File: config.mk
export PLATFORM = sky130hd
export DESIGN_NAME = lut_ram_loader
export DESIGN_NICKNAME = d
export VERILOG_FILES = /design/src/rtl/lut_ram_loader.sv
export SDC_FILE = /design/constraint.sdc
export NUM_CORES = 1
export LEC_CHECK = 0
export BUFFER_PORTS_ARGS = -buffer_cell sky130_fd_sc_hd__clkbuf_2
export CAP_MARGIN = 20
export CORE_MARGIN = 1
export CORE_UTILIZATION = 50
export CTS_CLUSTER_SIZE = 30
export DETAILED_ROUTE_END_ITERATION = 8
export PLACE_DENSITY = 0.71
export SYNTH_ARGS = -nofsm -noshare
export SYNTH_HDL_FRONTEND = slang
export SYNTH_SLANG_ARGS = --single-unit
File: constraint.sdc
create_clock -name clk -period 2.6 [get_ports clk]
set_input_delay 0 -clock clk [delete_from_list [all_inputs] [get_ports clk]]
set_output_delay 0 -clock clk [all_outputs]
set_load 0.02 [all_outputs]
File: src/rtl/lut_ram_loader.sv
// Byte-stream loader that packs little-endian words and writes them
// to consecutive LUT RAM addresses starting at zero.
module lut_ram_loader #(
  parameter int LUT_WIDTH = 32,
  parameter int LUT_DEPTH = 256,
  localparam int AW = $clog2(LUT_DEPTH)
) (
  input  logic                 clk,
  input  logic                 rst,
  input  logic                 start,
  input  logic [AW:0]          num_words,
  input  logic                 byte_valid,
  input  logic [7:0]           byte_data,
  output logic                 byte_ready,
  output logic                 wr_en,
  output logic [AW-1:0]        wr_addr,
  output logic [LUT_WIDTH-1:0] wr_data,
  output logic                 busy,
  output logic                 done,
  output logic                 err
);

  localparam int BPW = LUT_WIDTH / 8;
  localparam int BCW = (BPW > 1) ? $clog2(BPW) : 1;
  localparam logic [AW:0] DEPTH_W = (AW+1)'(LUT_DEPTH);
  localparam logic [BCW-1:0] LAST_LANE = BCW'(BPW - 1);

  typedef enum logic [1:0] {
    S_IDLE,
    S_COLLECT,
    S_WRITE,
    S_DONE
  } state_t;

  state_t               state;
  logic [AW:0]          nw_q;
  logic [AW-1:0]        addr_q;
  logic [BCW-1:0]       byte_cnt;
  logic [LUT_WIDTH-1:0] asm_q;
  logic [LUT_WIDTH-1:0] asm_next;
  logic                 last_word;

  assign byte_ready = (state == S_COLLECT);
  assign busy       = (state != S_IDLE);
  assign last_word  = ({1'b0, addr_q} == (nw_q - (AW+1)'(1)));

  // Drop the incoming byte into the lane selected by byte_cnt.
  always_comb begin
    asm_next = asm_q;
    for (int i = 0; i < BPW; i++) begin
      if (byte_cnt == BCW'(i)) begin
        asm_next[8*i +: 8] = byte_data;
      end
    end
  end

  always_ff @(posedge clk or posedge rst) begin
    if (rst) begin
      state    <= S_IDLE;
      nw_q     <= '0;
      addr_q   <= '0;
      byte_cnt <= '0;
      asm_q    <= '0;
      wr_en    <= 1'b0;
      wr_addr  <= '0;
      wr_data  <= '0;
      done     <= 1'b0;
      err      <= 1'b0;
    end else begin
      unique case (state)
        S_IDLE: begin
          if (start) begin
            nw_q <= num_words;
            if (num_words == '0 || num_words > DEPTH_W) begin
              state <= S_DONE;
              done  <= 1'b1;
              err   <= 1'b1;
            end else begin
              state    <= S_COLLECT;
              addr_q   <= '0;
              byte_cnt <= '0;
              err      <= 1'b0;
            end
          end
        end
        S_COLLECT: begin
          if (byte_valid) begin
            asm_q <= asm_next;
            if (byte_cnt == LAST_LANE) begin
              byte_cnt <= '0;
              state    <= S_WRITE;
              wr_en    <= 1'b1;
              wr_addr  <= addr_q;
              wr_data  <= asm_next;
            end else begin
              byte_cnt <= byte_cnt + BCW'(1);
            end
          end
        end
        S_WRITE: begin
          wr_en <= 1'b0;
          // Leave before incrementing so a full-depth load never wraps.
          if (last_word) begin
            state <= S_DONE;
            done  <= 1'b1;
          end else begin
            addr_q <= addr_q + AW'(1);
            state  <= S_COLLECT;
          end
        end
        S_DONE: begin
          done  <= 1'b0;
          err   <= 1'b0;
          state <= S_IDLE;
        end
        default: state <= S_IDLE;
      endcase
    end
  end

endmodule

==> results of run 1 <==
-- critical path: stages, from the launching register on --
cell,delay (ns)
dfrtp_1,0.42
inv_1,0.09
ha_1,0.24
or4b_4,0.52
o31ai_2,0.10
o31ai_4,0.13
mux2i_4,0.34
and2_4,0.24
a21oi_1,0.07
o32ai_1,0.13
-- final cells by class --
| cell class | instances | area (sq um) |
|---|---|---|
| clock inverters | 7 | 71.32 |
| well taps | 102 | 127.6 |
| repair buffers | 92 | 600.6 |
| flip-flops and latches | 88 | 2202 |
| fillers | 671 | 2882 |
| multi-input cells | 265 | 1809 |
| inverters | 8 | 31.28 |
| clock buffers | 9 | 123.9 |
-- cells by family after synthesis --
group / count (synthesis) / synth area share [%]
compound gates: 55 / 9.518
xor+xnor: 17 / 3.607
fa+ha+maj: 6 / 1.819
buf+inv: 29 / 2.880
flops: 88 / 53.35
mux: 58 / 15.31
simple gates: 129 / 13.52
-- routing by layer --
| layer | track usage, % | vias up | routed length, microns |
|---|---|---|---|
| li1 | - | 1465 | - |
| met1 | 28.19 | 1460 | 3880 |
| met2 | 34.19 | 49 | 4159 |
| met3 | 3.120 | 11 | 191 |
| met4 | 8.462 | 0 | 136 |
| met5 | 0 | - | 0 |
-- power breakdown --
part           internal, mW  switching (mW)
combinational          1.07            1.37
clock                 0.446           0.499
sequential             1.98           0.450
total                  3.49            2.32
-- registers in the layout, indices dropped and copies added, names as in the netlist, 2 cells and up --
name	flops
asm_q	24
addr_q	8
state	2
byte_cnt	2
nw_q	9
wr_addr	8
wr_data	32
-- worst paths after layout --
kind / startpoint / slack [ns] / endpoint / cells after the start
setup / recovery: nw_q[0] / 0.23 / done / 9
hold / removal: byte_data[5] / 0.02 / wr_data[29] / 3
setup reg to reg: nw_q[0] / 0.23 / done / 9
hold reg to reg: wr_addr[2] / 0.48 / wr_addr[2] / 2
max in group asynchronous: rst / 1.61 / asm_q[9] / 4
min in group asynchronous: rst / 0.35 / wr_data[18] / 3
-- cells in the final DEF (no fill, tap or decap), types with 7 or more instances in the layout --
| cell type | synthesis | routed |
|---|---|---|
| nand3_1 | 8 | 8 |
| mux2i_1 | 26 | 26 |
| mux2_2 | 31 | 31 |
| inv_1 | 8 | 7 |
| dlygate4sd3_1 | 0 | 19 |
| xnor2_1 | 8 | 8 |
| o21ai_0 | 31 | 31 |
| nor2_1 | 13 | 13 |
| clkbuf_8 | 0 | 9 |
| clkbuf_2 | 0 | 65 |
| dfrtp_1 | 88 | 88 |
| nand2_1 | 88 | 87 |
| xor2_1 | 9 | 9 |
==> metrics.md, run 1 <==
| Metric | Value |
|---|---|
| Core area | a little under 0.008 sq mm |
| Worst setup margin | ~0.23 ns |
| Arrival time worst endpoint | ~2.6 ns |
| Initial antenna violation count | 0 |
| Relative slew slack | around 40% |
| Cell variety after synth | 39 |
| Die ar. | approximately 0.0086 sq mm |
| Post-synth top area share | 53.35% |
| CP Class | reg -> reg |
| Worst-Skew Late Latency | approximately 0.36 ns |
| Critical path capture point type | flop |
| Final min period | approximately 2.4 ns |
| Avg WL per Cell | about 15 microns |
| Final instance area | between 0.004 and 0.005 sq mm |
| Placed Area | between 0.004 and 0.005 sq mm |
| Fin util | 63.28% |
| Yosys warning count | 0 |
| Top_reg_cell synth | dfrtp_1 |
| Mean Syn Cell Area | 10.81 sq um |
| Area growth syn-to-layout | 20.31% |
| Syn_nets | about 410 |
| DRC violations left | 0 |
| Data required, critical path | about 2.9 ns |
| Maximum clock rate | 422.5 MHz |
| Synth area leader | dfrtp_1 |
| Vias per Instance | 5.228 |
| Maximum buffer depth of the clock tree | 2 |
| Status | finished clean |
| Async SR Flop Fraction | 100.0% |
| Share of layout cells above drive strength 1 | 29.21% |
| CTS tree | built |
| Die Wd | between 90 and 100 microns |
| Ports | 66 |
| Slew Viols, Final | 0 |
| DRT Wirelength | between 8000 and 9000 microns |
| Num rows | 32 |
| Slew @ Worst Pin | 0.9015 ns |
| Synthesized area | 0.004128 sq mm |
| Inst Count DP | between 500 and 600 |
| Post-Layout Cell Count | approximately 570 |
| HPWL Detailed | approximately 5700 microns |
| Post-Route Setup TNS | 0 ns |
| Initial Util | 52.60% |
| Hold crit path type | in -> reg |
| Overall power after layout | 5.805 mW |
| Number of synthesized register bits | 88 |
| Hold slack | around 0.018 ns |
| Resize count post-CTS | 0 |
| Max cap viols | 0 |
| CP Max Fanout | 8 |
| H-tree level count | 3 |
| DR pass1 iterations | 4 |
| Vias in the first global route | 2899 |
| Max VDD drop | 0.6936 mV |
| Num CTS Buffers | 9 |
| Total GRT Usage | 21.00% |
| Period Utilization, post-route | about nine tenths |
| Clock slew at reported path FFs | about 0.080 ns |
| Cts hold-fix bufs | 19 |
| Post-synthesis cell count | 382 |
| Via count | about 3.0k |
| DRT iter0 DRCs | 71 |
| Post-CTS Setup Repair Bufs | 0 |
| Register area share after synthesis | 53.35% |
| Skew final | 0.005779 ns |
| Total clock sinks | between 80 and 90 |
| Routability cong. | just under 0.8 |
| RSZ-0062 raised after global routing | false |
| Commonest cells in the netlist | dfrtp_1 (88), nand2_1 (88), mux2_2 (31), o21ai_0 (31), mux2i_1 (26) |
| Startpoint types | flop |
| Final setup viols | 0 |
| Fin. Hold Viols | 0 |
| Largest net degree at the start of global routing | 52 |
| Pwr Density | about 1200 mW/mm^2 |
| Ant. Diodes | 0 |
| Die Ht | slightly above 90 microns |
| Place WS | 0.2485 ns |
| Leak | 2.390 nW |
| GRT overflow | 0 |
| Input/output buffers | 65 |
| Top cells by area, synth | dfrtp_1 (53%), mux2_2 (8.5%), nand2_1 (8.0%) |
| Post-synth EDFFs | 0 |
| First-pass GRT wire length | 13930 microns |
| Root buffer cell | clkbuf_8 |
| ANT nets after route | 0 |
| Final #Nets | 491 |
Note: power is estimated with default switching activity, not from simulation.
==> run 2: changes to the inputs <==
==> constraint.sdc (replaced) <==
create_clock -name clk -period 2.6 [get_ports clk]
set_input_delay 0 -clock clk [delete_from_list [all_inputs] [get_ports clk]]
set_output_delay 0 -clock clk [all_outputs]
set_load 0.1 [all_outputs]
==> metrics.md, run 2 (synthesized netlist as in run 1, its figures left out) <==
| Metric | Value |
|---|---|
| Critical path capture point type | flop |
| Die Ht | 92.86 microns (unchanged) |
| Root buffer cell | clkbuf_8 |
| Post-Route Setup TNS | 0 ns (unchanged) |
| Input/output buffers | 65 (unchanged) |
| Total clock sinks | 88 (unchanged) |
| DRC violations left | 0 (unchanged) |
| Clock slew at reported path FFs | 0.09 ns (about the same) |
| First-pass GRT wire length | 14550 microns (+4.4%) |
| CP Max Fanout | 8 (unchanged) |
| Critical path's slowest cell | or4b_4 |
| H-tree level count | 3 (unchanged) |
| Sequential Area | 0.002202 sq mm (unchanged) |
| RSZ-0062 raised after global routing | false |
| Total GRT Usage | 21.73% (+0.73 points) |
| Data required, critical path | 2.86 ns (about the same) |
| Initial Util | 52.60% (unchanged) |
| Relative slew slack | 55.69% (+16 points) |
| Top flop regs | wr_data: 32 flops, asm_q: 24 flops, nw_q: 9 flops |
| Num CTS Buffers | 9 (unchanged) |
| Resize count post-CTS | 0 (unchanged) |
| Core area | 0.007848 sq mm (unchanged) |
| Startpoint types | flop |
| Period Utilization, post-route | 91.50% (+0.46 points) |
| Largest register by flop count | wr_data |
| WL met1 | 3887 microns (+0.18%) |
| Routability cong. | 0.7922 (about the same) |
| Maximum buffer depth of the clock tree | 2 (unchanged) |
| Num rows | 32 (unchanged) |
| Final #Nets | 492 (+0.20%) |
| Slew Viols, Final | 0 (unchanged) |
| CP Class | reg -> reg |
| Ports | 66 (unchanged) |
| Fin util | 63.68% (+0.40 points) |
| Worst setup margin | 0.2210 ns (-0.01205 ns) |
| CTS tree | built |
| Die Wd | 92.86 microns (unchanged) |
| Final setup viols | 0 (unchanged) |
| Max incr delay on CP | 0.52 ns (about the same) |
| Most common cell after layout, fill and taps aside | dfrtp_1 |
| Final min period | 2.379 ns (+0.01205 ns) |
| Fin. Hold Viols | 0 (unchanged) |
| Hold crit path type | in -> reg |
| Maximum clock rate | 420.3 MHz (-0.51%) |
| DRT iter0 DRCs | 188 (+160%) |
| Die ar. | 0.008623 sq mm (unchanged) |
| Vias in the first global route | 3087 (+6.5%) |
| Worst-Skew Late Latency | 0.36 ns (about the same) |
| Initial antenna violation count | 0 (unchanged) |
| Place WS | 0.2509 ns (+0.002454 ns) |
| Slew @ Worst Pin | 0.6638 ns (-0.2377 ns) |
| # fillers | 647 (-3.6%) |
| Cts hold-fix bufs | 20 (+1) |
| HPWL Detailed | 5894 microns (+2.8%) |
| Post-CTS Setup Repair Bufs | 0 (unchanged) |
| Largest register FFs | 32 (unchanged) |
| Area used by multi-input combinational logic | 0.001812 sq mm (+0.14%) |
| Via count | 3007 (+0.74%) |
| Final instance area | 0.004997 sq mm (+0.63%) |
| Status | finished clean |
| Largest net degree at the start of global routing | 53 (+1.9%) |
| ANT nets after route | 0 (unchanged) |
| DR pass1 iterations | 5 (+1) |
| CP Cell Sequence | inv_1, ha_1, or4b_4, o31ai_2, o31ai_4, mux2i_4, and2_4, a21oi_1, o32ai_1 |
| Area growth syn-to-layout | 21.07% |
| Ant. Diodes | 0 (unchanged) |
| Skew final | 0.01388 ns (+0.008101 ns) |
| Max cap viols | 0 (unchanged) |
| Met3 wire length | 232 microns (+21%) |
| Placed Area | 0.004571 sq mm (-0.22%) |
| DRT Wirelength | 8479 microns (+1.3%) |
| Share of layout cells above drive strength 1 | 29.36% (+0.15 points) |
| Commonest non-fill, non-tap cells in the layout | dfrtp_1 (88), nand2_1 (87), clkbuf_2 (65) |
| GRT overflow | 0 (unchanged) |
| Metal2 WL | 4215 microns (+1.3%) |
| Top sig layer | met4 |
| Arrival time worst endpoint | 2.64 ns (about the same) |
| Avg WL per Cell | 14.82 microns (+1.1%) |
| Vias per Instance | 5.257 (+0.56%) |
run 2: layout make-up:
cell class	count	area share (%)
timing repair buffer	93	11.97
clock inverter	7	2.053
clock buffer	9	2.479
sequential	88	44.07
inverter	8	0.6259
multi-input combinational	265	36.25
tap	102	2.554
run 2: metal layers:
metal / GRT usage, % / up-vias
li1: - / 1462
met1: 28.68 / 1477
met2: 36.89 / 55
met3: 2.545 / 13
met4: 7.821 / 0
met5: 0 / -
run 2: final timing paths:
path / start / depth (start not counted) / to / slack [ns]
worst max-delay path: nw_q[0] / 9 / done / 0.22
worst min-delay path: byte_valid / 5 / byte_cnt[1] / 0.14
worst max register to register: nw_q[0] / 9 / done / 0.22
worst min register to register: wr_data[24] / 2 / wr_data[24] / 0.48
max in group asynchronous: rst / 4 / wr_data[2] / 1.66
min in group asynchronous: rst / 3 / wr_addr[5] / 0.25
run 2: stage by stage:
stage                     hold WS (ns)  cells
after floorplan                 0.1054    382
after global placement         0.09862    536
after detailed placement       0.09917    536
after CTS                       0.1210    572
after global routing            0.1935    572
final                           0.1350    572
run 2: critical path, delay by kind of cell, from the launching register on:
kind	cells	cell delay [ns]
AO/OA/AOI/OAI	4	0.44
adder cells (fa/ha/maj)	1	0.25
buffers and inverters	1	0.09
flip-flops	1	0.42
multiplexers	1	0.34
AND/OR/NAND/NOR	2	0.76
Power of run 2 is left out: the tool's default activity adds up to more than one toggle a clock period on the data nets, which glitch-free logic cannot reach.
==> run 3: changes to the inputs <==
==> constraint.sdc (replaced) <==
create_clock -name clk -period 2.31 [get_ports clk]
set_input_delay 0 -clock clk [delete_from_list [all_inputs] [get_ports clk]]
set_output_delay 0 -clock clk [all_outputs]
set_load 0.02 [all_outputs]
==> metrics.md, run 3 (synthesized netlist as in run 1, its figures left out) <==
| Metric | Value |
|---|---|
| HPWL Detailed | 6109 microns (+3.6%) |
| Largest net degree at the start of global routing | 55 (+3.8%) |
| GRT overflow | 0 (unchanged) |
| Fin util | 64.97% (+1.3 points) |
| Via count | 3063 (+1.9%) |
| Overall power after layout | approximately 7 mW |
| Sequential Area | 0.002202 sq mm (unchanged) |
| Relative slew slack | 53.32% (-2.4 points) |
| Commonest non-fill, non-tap cells in the layout | dfrtp_1 (88), nand2_1 (87), clkbuf_2 (65) |
| CP Cell Sequence | inv_2, ha_2, or4b_4, o31ai_2, o31ai_4, mux2i_4, buf_4, and2_4, mux2i_1, o21ai_1 |
| Leak | approximately 2.5 nW |
| Max cap viols | 0 (unchanged) |
| Arrival time worst endpoint | 2.51 ns (-0.13 ns) |
| DRC violations left | 0 (unchanged) |
| First-pass GRT wire length | 14920 microns (+2.6%) |
| R2R Setup Slk | 0.06 ns (-0.16 ns) |
| Worst-Skew Late Latency | 0.35 ns (about the same) |
| Initial Util | 52.60% (unchanged) |
| Hold slack | 0.1399 ns (+0.004887 ns) |
| Slew @ Worst Pin | 0.6994 ns (+0.03564 ns) |
| DR pass1 iterations | 4 (-1) |
| Placed Area | 0.004618 sq mm (+1.0%) |
| Core area | 0.007848 sq mm (unchanged) |
| Most common cell after layout, fill and taps aside | dfrtp_1 |
| Status | finished clean |
| CP Class | reg -> reg |
| Hold crit path type | in -> reg |
| Top flop regs | wr_data: 32 flops, asm_q: 24 flops, nw_q: 9 flops |
| Startpoint types | flop |
| Critical path's slowest cell | or4b_4 |
| Skew final | 0.01096 ns (-0.002922 ns) |
| Ports | 66 (unchanged) |
| Num CTS Buffers | 9 (unchanged) |
| Vias in the first global route | 3019 (-2.2%) |
| Slew Viols, Final | 0 (unchanged) |
| DRT iter0 DRCs | 135 (-28%) |
| Pwr Density | roughly 1300 mW/mm^2 |
| CP Max Fanout | 4 (-4) |
| Share of layout cells above drive strength 1 | 30.96% (+1.6 points) |
| Final min period | 2.246 ns (-0.1331 ns) |
| Maximum buffer depth of the clock tree | 2 (unchanged) |
| Critical path capture point type | flop |
| Initial antenna violation count | 0 (unchanged) |
| Root buffer cell | clkbuf_8 |
| Clock slew at reported path FFs | 0.09 ns (about the same) |
| DRT Wirelength | 8809 microns (+3.9%) |
| Max VDD drop | 0.7074 mV |
| CTS tree | built |
| Place WS | -0.008942 ns (-0.2599 ns) |
| Vias per Instance | 5.281 (+0.46%) |
| CP delay by family, top | simple AND/OR/NAND/NOR gates |
| Num rows | 32 (unchanged) |
| CP bufs+invs | 2 (+1) |
| Area used by multi-input combinational logic | 0.001824 sq mm (+0.69%) |
| Final #Nets | 500 (+1.6%) |
| ANT nets after route | 0 (unchanged) |
| Worst setup margin | 0.06411 ns (-0.1569 ns) |
| Period Utilization, post-route | 97.22% (+5.7 points) |
| Area growth syn-to-layout | 23.52% |
| Total GRT Usage | 22.70% (+0.98 points) |
| Largest register FFs | 32 (unchanged) |
| Input/output buffers | 65 (unchanged) |
| Final setup viols | 0 (unchanged) |
| Fin. Hold Viols | 0 (unchanged) |
| Die Ht | 92.86 microns (unchanged) |
| Ant. Diodes | 0 (unchanged) |
| Data required, critical path | 2.58 ns (-0.28 ns) |
| Total clock sinks | 88 (unchanged) |
| RSZ-0062 raised after global routing | false |
| Maximum clock rate | 445.3 MHz (+5.9%) |
| Largest register by flop count | wr_data |
| Die ar. | 0.008623 sq mm (unchanged) |
| Routability cong. | 0.7763 (-2.0%) |
| # fillers | 627 (-3.1%) |
| Die Wd | 92.86 microns (unchanged) |
| H-tree level count | 3 (unchanged) |
| Max incr delay on CP | 0.50 ns (-0.02 ns) |
| Avg WL per Cell | 15.19 microns (+2.5%) |
| Final instance area | 0.005099 sq mm (+2.0%) |
[run 3: cell types whose count changed in the layout (fill, tap and decap cells not counted), moves of 2 or more]
cell	previous run	this run
buf_4	7	12
clkbuf_8	9	13
buf_12	1	3
inv_6	2	0
[run 3: worst reg2reg max path, cell delays in order, from the launching register on]
cell and delay, ns:
dfrtp_1 0.44, inv_2 0.08, ha_2 0.18, or4b_4 0.50
o31ai_2 0.11, o31ai_4 0.12, mux2i_4 0.19, buf_4 0.15
and2_4 0.16, mux2i_1 0.08, o21ai_1 0.16
[run 3: power breakdown]
| group | switching [mW] | internal [mW] | total, mW |
|---|---|---|---|
| registers | 0.496 | 2.23 | 2.72 |
| logic | 1.66 | 1.34 | 2.99 |
| clock network | 0.526 | 0.622 | 1.15 |
[run 3: final timing paths]
path                                   from     endpoint  cells after the start
worst max-delay path                nw_q[0]    addr_q[0]                     10
worst min-delay path             byte_valid  byte_cnt[1]                      5
worst max register to register      nw_q[0]    addr_q[0]                     10
worst min register to register  wr_data[16]  wr_data[16]                      2
max in group asynchronous               rst     asm_q[1]                      4
min in group asynchronous               rst   wr_addr[2]                      3
[run 3: final cells by class]
class / instances / area share, %
flip-flops and latches: 88 / 43.19
multi-input cells: 265 / 35.78
repair buffers: 101 / 13.47
clock buffers: 13 / 3.509
well taps: 102 / 2.503
clock inverters: 3 / 0.9325
inverters: 8 / 0.6135
[run 3: routing by layer]
metal / GRT usage, % / wire length, microns
met4: 6.923 / 100
met1: 29.95 / 4039
met5: 0 / 0
met3: 4.598 / 204
met2: 37.75 / 4465
[run 3: per-stage QoR]
stage | TNS [ns] | std cells
floorplan | 0 | 382
global placement | 0 | 541
detailed placement | -0.008942 | 541
CTS | 0 | 578
global route | 0 | 580
finish | 0 | 580
[run 3: what timing repair did]
item                                    in CTS  in global routing
endpoints found under the setup margin       1                 10
buffers inserted                             1                  2
pin swaps                                    0                  1
hold buffers                                20                  0
endpoints found under the hold margin       60                  0
gates resized for setup                      0                  5
